===== src/rtl/acc_cpu_pkg.sv =====
// Shared types and width helpers for the parametrised accumulator core.
// Opcode and state encodings live here so the core and bench agree on them.
package acc_cpu_pkg;

  typedef enum logic [3:0] {
    OP_HLT  = 4'h0,
    OP_LDA  = 4'h1,
    OP_STA  = 4'h2,
    OP_ADD  = 4'h3,
    OP_SUB  = 4'h4,
    OP_AND  = 4'h5,
    OP_XOR  = 4'h6,
    OP_JMP  = 4'h7,
    OP_JZ   = 4'h8,
    OP_JC   = 4'h9,
    OP_CALL = 4'hA,
    OP_RET  = 4'hB,
    OP_NOP  = 4'hC
  } opcode_e;

  typedef enum logic [2:0] {
    ST_BOOT   = 3'd0,
    ST_FETCH  = 3'd1,
    ST_DECODE = 3'd2,
    ST_MEMRD  = 3'd3,
    ST_EXEC   = 3'd4,
    ST_MEMWR  = 3'd5,
    ST_HALT   = 3'd6
  } state_e;

  localparam int unsigned OPC_W = 4;

  // Instruction word width (IW) for a given address width.
  function automatic int unsigned iw_f(input int unsigned aw);
    return OPC_W + aw;
  endfunction

  // Stack-pointer width (SPW): must count 0..depth inclusive.
  function automatic int unsigned spw_f(input int unsigned depth);
    return $clog2(depth) + 1;
  endfunction

endpackage


===== src/rtl/acc_ret_stack.sv =====
// Hardware return stack for CALL/RET: AW-bit entries, full/empty flags.
// Push while full and pop while empty are ignored; the core traps those cases.
module acc_ret_stack
  import acc_cpu_pkg::*;
#(
  parameter int unsigned AW    = 5,
  parameter int unsigned DEPTH = 4
) (
  input  logic          clk,
  input  logic          rst_n,
  input  logic          push_i,
  input  logic          pop_i,
  input  logic [AW-1:0] push_data_i,
  output logic [AW-1:0] top_o,
  output logic          full_o,
  output logic          empty_o
);

  localparam int unsigned SPW  = spw_f(DEPTH);
  localparam int unsigned PTRW = SPW - 1;

  logic [SPW-1:0]  cnt_q, cnt_d;
  logic [AW-1:0]   mem_q [DEPTH];
  logic [PTRW-1:0] wr_idx_s, rd_idx_s;

  assign full_o   = (cnt_q == SPW'(DEPTH));
  assign empty_o  = (cnt_q == {SPW{1'b0}});
  assign wr_idx_s = cnt_q[PTRW-1:0];
  assign rd_idx_s = cnt_q[PTRW-1:0] - PTRW'(1);
  assign top_o    = mem_q[rd_idx_s];

  // Occupancy count update.
  always_comb begin
    cnt_d = cnt_q;
    if (push_i && !full_o) begin
      cnt_d = cnt_q + SPW'(1);
    end else if (pop_i && !empty_o) begin
      cnt_d = cnt_q - SPW'(1);
    end else begin
      cnt_d = cnt_q;
    end
  end

  // Count register and entry storage.
  always_ff @(posedge clk or negedge rst_n) begin
    if (!rst_n) begin
      cnt_q <= {SPW{1'b0}};
      for (int i = 0; i < int'(DEPTH); i++) begin
        mem_q[i] <= {AW{1'b0}};
      end
    end else begin
      cnt_q <= cnt_d;
      if (push_i && !full_o) begin
        mem_q[wr_idx_s] <= push_data_i;
      end
    end
  end

endmodule


===== src/rtl/acc_cpu_core.sv =====
// Multi-cycle accumulator CPU: PROM fetch, data-RAM access with wait states,
// Z/C flags, conditional branches and a trapping return stack.
module acc_cpu_core
  import acc_cpu_pkg::*;
#(
  parameter int unsigned DW          = 8,
  parameter int unsigned AW          = 5,
  parameter int unsigned STACK_DEPTH = 4
) (
  input  logic                 clk,
  input  logic                 reset,
  output logic [AW-1:0]        prom_addr_out,
  output logic                 prom_rd,
  input  logic                 prom_ready,
  input  logic [iw_f(AW)-1:0]  prom_data_in,
  output logic [AW-1:0]        mem_addr_out,
  output logic                 mem_rd,
  output logic                 mem_wr,
  input  logic                 mem_ready,
  input  logic [DW-1:0]        mem_data_in,
  output logic [DW-1:0]        mem_data_out,
  output logic                 zero,
  output logic                 carry,
  output logic                 halted,
  output logic                 stk_err
);

  localparam int unsigned IW = iw_f(AW);

  state_e          state_q, state_d;
  logic [AW-1:0]   pc_q, pc_d;
  logic [IW-1:0]   ir_q, ir_d;
  logic [DW-1:0]   acc_q, acc_d;
  logic [DW-1:0]   mdr_q, mdr_d;
  logic            z_q, z_d, c_q, c_d;
  logic            prom_rd_q, prom_rd_d;
  logic            mem_rd_q, mem_rd_d;
  logic            mem_wr_q, mem_wr_d;
  logic            halted_q, halted_d;
  logic            stk_err_q, stk_err_d;

  logic [3:0]      opc_s;
  logic [AW-1:0]   opnd_s;
  logic            push_s, pop_s;
  logic [AW-1:0]   stk_top_s;
  logic            stk_full_s, stk_empty_s;
  logic [DW:0]     sum_s, diff_s;
  logic [DW-1:0]   alu_res_s;
  logic            alu_c_s, alu_wr_s, alu_cw_s;

  assign opc_s  = ir_q[IW-1:AW];
  assign opnd_s = ir_q[AW-1:0];

  acc_ret_stack #(
    .AW    (AW),
    .DEPTH (STACK_DEPTH)
  ) u_stack (
    .clk         (clk),
    .rst_n       (reset),
    .push_i      (push_s),
    .pop_i       (pop_s),
    .push_data_i (pc_q),
    .top_o       (stk_top_s),
    .full_o      (stk_full_s),
    .empty_o     (stk_empty_s)
  );

  // ALU: result, carry/borrow and which of ACC/Z and C the opcode updates.
  always_comb begin
    sum_s     = {1'b0, acc_q} + {1'b0, mdr_q};
    diff_s    = {1'b0, acc_q} - {1'b0, mdr_q};
    alu_res_s = acc_q;
    alu_c_s   = c_q;
    alu_wr_s  = 1'b0;
    alu_cw_s  = 1'b0;
    case (opc_s)
      OP_LDA: begin
        alu_res_s = mdr_q;
        alu_wr_s  = 1'b1;
      end
      OP_ADD: begin
        alu_res_s = sum_s[DW-1:0];
        alu_c_s   = sum_s[DW];
        alu_wr_s  = 1'b1;
        alu_cw_s  = 1'b1;
      end
      // The extra top bit of the difference is the unsigned borrow.
      OP_SUB: begin
        alu_res_s = diff_s[DW-1:0];
        alu_c_s   = diff_s[DW];
        alu_wr_s  = 1'b1;
        alu_cw_s  = 1'b1;
      end
      OP_AND: begin
        alu_res_s = acc_q & mdr_q;
        alu_wr_s  = 1'b1;
      end
      OP_XOR: begin
        alu_res_s = acc_q ^ mdr_q;
        alu_wr_s  = 1'b1;
      end
      default: begin
        alu_res_s = acc_q;
      end
    endcase
  end

  // Next-state, datapath and registered request outputs.
  always_comb begin
    state_d   = state_q;
    pc_d      = pc_q;
    ir_d      = ir_q;
    acc_d     = acc_q;
    mdr_d     = mdr_q;
    z_d       = z_q;
    c_d       = c_q;
    stk_err_d = stk_err_q;
    push_s    = 1'b0;
    pop_s     = 1'b0;

    case (state_q)
      ST_BOOT: begin
        state_d = ST_FETCH;
      end
      ST_FETCH: begin
        if (prom_ready) begin
          ir_d    = prom_data_in;
          pc_d    = pc_q + AW'(1);
          state_d = ST_DECODE;
        end else begin
          state_d = ST_FETCH;
        end
      end
      ST_DECODE: begin
        case (opc_s)
          OP_HLT: state_d = ST_HALT;
          OP_LDA, OP_ADD, OP_SUB, OP_AND, OP_XOR: state_d = ST_MEMRD;
          OP_STA: state_d = ST_MEMWR;
          OP_JMP: begin
            pc_d    = opnd_s;
            state_d = ST_FETCH;
          end
          OP_JZ: begin
            if (z_q) begin
              pc_d = opnd_s;
            end else begin
              pc_d = pc_q;
            end
            state_d = ST_FETCH;
          end
          OP_JC: begin
            if (c_q) begin
              pc_d = opnd_s;
            end else begin
              pc_d = pc_q;
            end
            state_d = ST_FETCH;
          end
          // A trapped CALL leaves PC pointing past the CALL itself.
          OP_CALL: begin
            if (stk_full_s) begin
              stk_err_d = 1'b1;
              state_d   = ST_HALT;
            end else begin
              push_s  = 1'b1;
              pc_d    = opnd_s;
              state_d = ST_FETCH;
            end
          end
          OP_RET: begin
            if (stk_empty_s) begin
              stk_err_d = 1'b1;
              state_d   = ST_HALT;
            end else begin
              pop_s   = 1'b1;
              pc_d    = stk_top_s;
              state_d = ST_FETCH;
            end
          end
          default: state_d = ST_FETCH;
        endcase
      end
      ST_MEMRD: begin
        if (mem_ready) begin
          mdr_d   = mem_data_in;
          state_d = ST_EXEC;
        end else begin
          state_d = ST_MEMRD;
        end
      end
      ST_EXEC: begin
        if (alu_wr_s) begin
          acc_d = alu_res_s;
          z_d   = (alu_res_s == {DW{1'b0}});
        end else begin
          acc_d = acc_q;
        end
        if (alu_cw_s) begin
          c_d = alu_c_s;
        end else begin
          c_d = c_q;
        end
        state_d = ST_FETCH;
      end
      ST_MEMWR: begin
        if (mem_ready) begin
          state_d = ST_FETCH;
        end else begin
          state_d = ST_MEMWR;
        end
      end
      ST_HALT: begin
        state_d = ST_HALT;
      end
      default: begin
        state_d = ST_BOOT;
      end
    endcase

    // Requests follow the next state so they are flop outputs, not ready-driven.
    prom_rd_d = (state_d == ST_FETCH);
    mem_rd_d  = (state_d == ST_MEMRD);
    mem_wr_d  = (state_d == ST_MEMWR);
    halted_d  = (state_d == ST_HALT);
  end

  // Core state register.
  always_ff @(posedge clk or negedge reset) begin
    if (!reset) begin
      state_q   <= ST_BOOT;
      pc_q      <= {AW{1'b0}};
      ir_q      <= {IW{1'b0}};
      acc_q     <= {DW{1'b0}};
      mdr_q     <= {DW{1'b0}};
      z_q       <= 1'b0;
      c_q       <= 1'b0;
      prom_rd_q <= 1'b0;
      mem_rd_q  <= 1'b0;
      mem_wr_q  <= 1'b0;
      halted_q  <= 1'b0;
      stk_err_q <= 1'b0;
    end else begin
      state_q   <= state_d;
      pc_q      <= pc_d;
      ir_q      <= ir_d;
      acc_q     <= acc_d;
      mdr_q     <= mdr_d;
      z_q       <= z_d;
      c_q       <= c_d;
      prom_rd_q <= prom_rd_d;
      mem_rd_q  <= mem_rd_d;
      mem_wr_q  <= mem_wr_d;
      halted_q  <= halted_d;
      stk_err_q <= stk_err_d;
    end
  end

  assign prom_addr_out = pc_q;
  assign prom_rd       = prom_rd_q;
  assign mem_addr_out  = opnd_s;
  assign mem_rd        = mem_rd_q;
  assign mem_wr        = mem_wr_q;
  assign mem_data_out  = acc_q;
  assign zero          = z_q;
  assign carry         = c_q;
  assign halted        = halted_q;
  assign stk_err       = stk_err_q;

endmodule


===== config.mk =====
export PLATFORM = sky130hd
export DESIGN_NAME = acc_cpu_core
export DESIGN_NICKNAME = d
export VERILOG_FILES = /design/src/rtl/acc_cpu_pkg.sv /design/src/rtl/acc_ret_stack.sv /design/src/rtl/acc_cpu_core.sv
export SDC_FILE = /design/constraint.sdc
export NUM_CORES = 1
export LEC_CHECK = 0
export CORE_MARGIN = 4
export CORE_UTILIZATION = 32
export DETAILED_ROUTE_END_ITERATION = 8
export SLEW_MARGIN = 5
export SYNTH_ARGS = -nofsm -noshare
export SYNTH_HDL_FRONTEND = slang
export SYNTH_SLANG_ARGS = --single-unit

===== constraint.sdc =====
create_clock -name clk -period 2.9 [get_ports clk]
set_input_delay 0.58 -clock clk [delete_from_list [all_inputs] [get_ports clk]]
set_output_delay 0.58 -clock clk [all_outputs]
set_load 0.005 [all_outputs]

### After elaboration in Yosys (flattened, before gate mapping)

Cells that the tools add are included.

* bits in registers: 63
* input port bits: 21
* output and inout port bits: 25
* word-level logic and storage cells: 117

* add/subtract/negate cells: 6
* $lt $le $gt $ge: 3
* equality and inequality tests: 30
* mux-type cells: 35
* bitwise logic cells: 4
* reduce and logical (&&, ||, !) cells: 22

Operators with widths (number)
* two-way mux 5 bit: 8
* case mux 8 bit (5 select lines): 1
* case mux 5 bit (5 select lines): 1
* bitwise mux 20 bit: 1
* equality test 3 bit (second input constant): 6
* two-way mux 3 bit: 6
* case mux 3 bit (6 select lines): 1
* equality test 4 x 3 -> 1 bit (second input constant): 4
* equality test 4 bit (second input constant): 4
* case mux 3 bit (5 select lines): 1
* != test 3 bit (second input constant): 4
* binary-select mux 5 bit (select 2 bit): 1
* demux 5 bit (select 2 bit): 1
* two-way mux 1 bit: 10
* case mux 5 bit (2 select lines): 1
* adder 8 x 8 -> 9 bit: 1
* equality test 3 x 2 -> 1 bit (second input constant): 3
* subtractor 8 x 8 -> 9 bit: 1
* AND 8 bit: 1
* equality test 4 x 2 -> 1 bit (second input constant): 2
* zero test 8 bit: 1
* nonzero test 2 bit: 4
* XOR 8 bit: 1
* AND reduction 7 bit: 1
* other kinds (23): 35

### Depth between registers and ports, before layout

* word-level depth: 8
* gate-level depth with buffers: 10
* depth with buffers taken out: 10

### Cells and area by module

A second synthesis with hierarchy kept.

* cell total of the unflattened synthesis: 424
* area, all modules: 4147.7 sq um

Modules (own cells, without submodules)
* acc_cpu_core: times used 1, cells each 349, area each 3032.9 sq um, sequential area each 1001.0 sq um
* acc_ret_stack: times used 1, cells each 75, area each 1114.8 sq um, sequential area each 575.6 sq um

### Least setup slack after synthesis

No wires, ideal clock.

* kind: register to register
* start point: register acc_q[0] (netlist: mem_data_out[0])
* end point: register acc_q[6] (netlist: mem_data_out[6])
* setup time: 65 ps
* arrival time: 2241 ps
* required time: 2835 ps
* path slack: 595 ps
* stages on the path, launching flop included: 10
* path buffers: 0
* clock period less this slack: 2305 ps
* cells stage by stage: dfrtp_1 > ha_1 > fa_1 > nand2b_1 > a221o_1 > a21oi_1 > o31a_1 > o311a_1 > o21ai_1 > mux2_2

* longest elaborated chain between the ends: 2
* elaborated cells between the ends (all ways): 3
* those cells by class: add/sub: 2; mux: 1

Ends and longest elaborated chain
* start, declared: line acc_cpu_core.sv:33 `logic [DW-1:0] acc_q, acc_d;`
* start signal, assigned: line acc_cpu_core.sv:233 `acc_q <= {DW{1'b0}};`
* subtractor 8 x 8 -> 9 bit / adder 8 x 8 -> 9 bit (equally long branches): line acc_cpu_core.sv:71, acc_cpu_core.sv:70
* case mux 8 bit (5 select lines) *: line acc_cpu_core.sv:76 `case (opc_s)`

Every way passes the cells marked *; elsewhere a longest branch is shown, timed or not.
A chain may end at the register's enable or synchronous reset.

### Final worst setup path

* start point: register acc_q[0] (netlist: mem_data_out[0])
* end point: register z_q (netlist: zero)

* longest elaborated chain between the ends: 3
* elaborated cells between the ends (all ways): 6
* those cells by class: add/sub: 2; mux: 1; bitwise: 2; reduce/logical: 1

Ends and longest elaborated chain
* subtractor 8 x 8 -> 9 bit, or another cell as far along: line acc_cpu_core.sv:71 `diff_s = {1'b0, acc_q} - {1'b0, mdr_q};`
* case mux 8 bit (5 select lines) *: line acc_cpu_core.sv:76
* zero test 8 bit *: line acc_cpu_core.sv:194 `z_d = (alu_res_s == {DW{1'b0}});`
* end signal, assigned: line acc_cpu_core.sv:248 `z_q <= z_d;`
* end, declared: line acc_cpu_core.sv:35 `logic z_q, z_d, c_q, c_d;`

Marks and branches as above.

==> metrics.txt <==
Yosys top cell area share 0.369; Starting Density 0.333; CP delay by family, top compound AO/OA/AOI/OAI gates; RD Place Congestion 0.894; DIE HEIGHT 123 um; WP buf/inv 2; unrepaired setup endpoints after global routing no; design area 5170 um^2; period utilization 0.909; worst-margin pin slew 731 ps; die width 123 um; final setup fails 0; clock insertion delay at the later pin of the skew report 340 ps; Post-synth EDFFs 0; largest cells by area after synthesis dfrtp_1, mux2_2, ha_1, o21ai_0, nand2_1; Num CTS Buffers 9; Routed WL 11000 um; FP Rows 41; layout cell share with drive strength beyond 1 0.202; Antenna Cells 0; Mapped Nets 470; Req. time, crit path 3150 ps; setup bufs post-CTS 0; post-CTS resize count 0; total grt overflow 0; DPL Wire Length 7990 um; Max H-tree Level 3; vias 3396; Fill cells 1274; status finished, final reports clean; IO Pins 46; Multi-input gate area 2410 um^2; CP arrival 2880 ps; Async SR Flop Fraction 1.00; DR pass1 iterations 4; clk root buf clkbuf_16; post-synthesis cell area 4270 um^2; slowest stage delay, CP 430 ps; crit path time final 2630 ps; CP dominant cell by count inv_1; first-pass GRT wire length 18000 um; Max Clock Skew 10.5 ps; Final Hold Vio Count 0; Max Buffers Root-to-Sink 2; vias per cell 5.29; Placed Area 4850 um^2; max-capacitance violation count 0; initial antenna violation count 0; CP endpoint kind register; total power 5770 uW; Synth Register Bits 63; Slew headroom 0.506; Power Density 1120 nW/um^2; DRC Markers 0; Port Buf Inserts 45; drt wl/cell 17.1 um; WHS 257 ps; Hold Path Class in2async; Netlist cell types 72; peak supply drop 0.000428 V; # hold bufs at CTS 0; Synth Instances 424; sequential fraction of the synthesis area 0.369; Total Neg Setup Slack 0 ps; leakage power 0.00226 uW; CTS tree built; critical path class reg2reg; Crit-path slowest cell fa_1; dominant synthesized flop cell dfrtp_1; clock-pin transition on the worst setup and hold timing paths 60 ps; Fmax achieved 380 MHz; gr usage total 0.155; Core ar. 12800 um^2; Startpoint Class register; Post-DRT Antenna Nets 0; initial detailed-routing violation count 219; most frequent cell after synthesis dfrtp_1; Area growth syn-to-layout 21.2%; vias in the first global route 3399; max-slew violation count 0; Final Core Density 0.403; crit path max fanout 5; Nets 512; CTS sink count 63; CP cell instances inv_1 -> ha_1 -> inv_1 -> fa_1 -> o211ai_1 -> o311ai_0 -> o32ai_1 -> o21ai_1 -> a2111o_1 -> o31ai_2; Reg2Reg Depth 10; Synth Area per Inst 10.1 um^2; WP depth 10; top cell type by total area after synthesis dfrtp_1; largest net degree at the start of global routing 28; commonest cells in the netlist dfrtp_1, mux2_2, nand2_1, o21ai_0, inv_1; Reg area 1580 um^2; yosys synthesis warning count 0; die area 15200 um^2
## metal layers
| layer | vias up | global-route usage | share of wire |
|---|---|---|---|
| met3 | 14 | 0.0389 | 0.051 |
| met2 | 89 | 0.246 | 0.48 |
| met4 | 0 | 0.0644 | 0.020 |
| met5 | - | 0 | 0 |
| met1 | 1667 | 0.201 | 0.45 |
| li1 | 1626 | - | - |
## registers in the layout (all words and copies together) (netlist names)
name / cells
state_q: 3
mem_rd: 1
u_stack.mem_q: 20
prom_rd: 1
stk_err: 1
u_stack.cnt_q: 3
ir_q: 9
mdr_q: 8
mem_data_out: 8
prom_addr_out: 5
halted: 1
mem_wr: 1
carry: 1
zero: 1
## power by group
group          internal [uW]  switching [uW]
combinational           1440            1510
sequential              1180             469
clock                    771             403
total                   3390            2380
## cell type report
| cell class | instances | share of cell area |
|---|---|---|
| Tap cell | 172 | 0.0416 |
| Multi-Input combinational cell | 307 | 0.466 |
| Clock inverter | 5 | 0.0157 |
| Timing Repair Buffer | 60 | 0.108 |
| Clock buffer | 10 | 0.0462 |
| Sequential cell | 63 | 0.305 |
| Inverter | 25 | 0.0181 |
## placed cells by master, fill, tap and decap left out, types with 4 or more instances in the layout
| cell | instances |
|---|---|
| nand4_1 | 4 |
| nor2_1 | 18 |
| clkdlybuf4s50_1 | 44 |
| mux2i_1 | 4 |
| dfrtp_1 | 63 |
| mux2_2 | 39 |
| a21oi_1 | 22 |
| nor3b_1 | 7 |
| nor2b_1 | 7 |
| inv_1 | 25 |
| ha_1 | 22 |
| a211oi_1 | 4 |
| o21a_1 | 4 |
| o21ai_0 | 35 |
| o211ai_1 | 5 |
| a21o_1 | 6 |
| buf_4 | 15 |
| nand2b_1 | 7 |
| nor3_1 | 8 |
| mux4_2 | 5 |
| nand3_1 | 5 |
| clkbuf_16 | 9 |
| nand2_1 | 35 |
## worst reg2reg max path, delay by kind of cell (launching register included)
family	cells	cell delay, ps
compound gates	6	1330
fa+ha+maj	2	630
flops	1	410
buf+inv	2	180
## metrics by stage
| step | cells | setup WS, ps |
|---|---|---|
| final | 642 | 265 |
| after detailed placement | 627 | 287 |
| after global routing | 642 | 94.2 |
| after floorplan | 424 | 595 |
| after global placement | 627 | 310 |
| after CTS | 642 | 253 |
## logic make-up (layout without fill, tap and decap cells)
kind of cell,count (synthesis),count (layout),share of synthesized area
AO/OA/AOI/OAI,118,118,0.194
multiplexers,51,51,0.147
buffers and inverters,54,100,0.0671
adder cells (fa/ha/maj),25,25,0.0786
XOR/XNOR,2,2,0.00411
flip-flops,63,63,0.369
AND/OR/NAND/NOR,111,111,0.140
## worst paths after layout
path	startpoint	slack, ps	to
min reg2reg	stk_err	470	stk_err
max	mem_data_out[0]	270	zero
min	reset	260	ir_q[8]
min in group clk	stk_err	470	stk_err
max in group asynchronous	reset	1890	halted
max reg2reg	mem_data_out[0]	270	zero
Power figures use the tool's default switching activity.
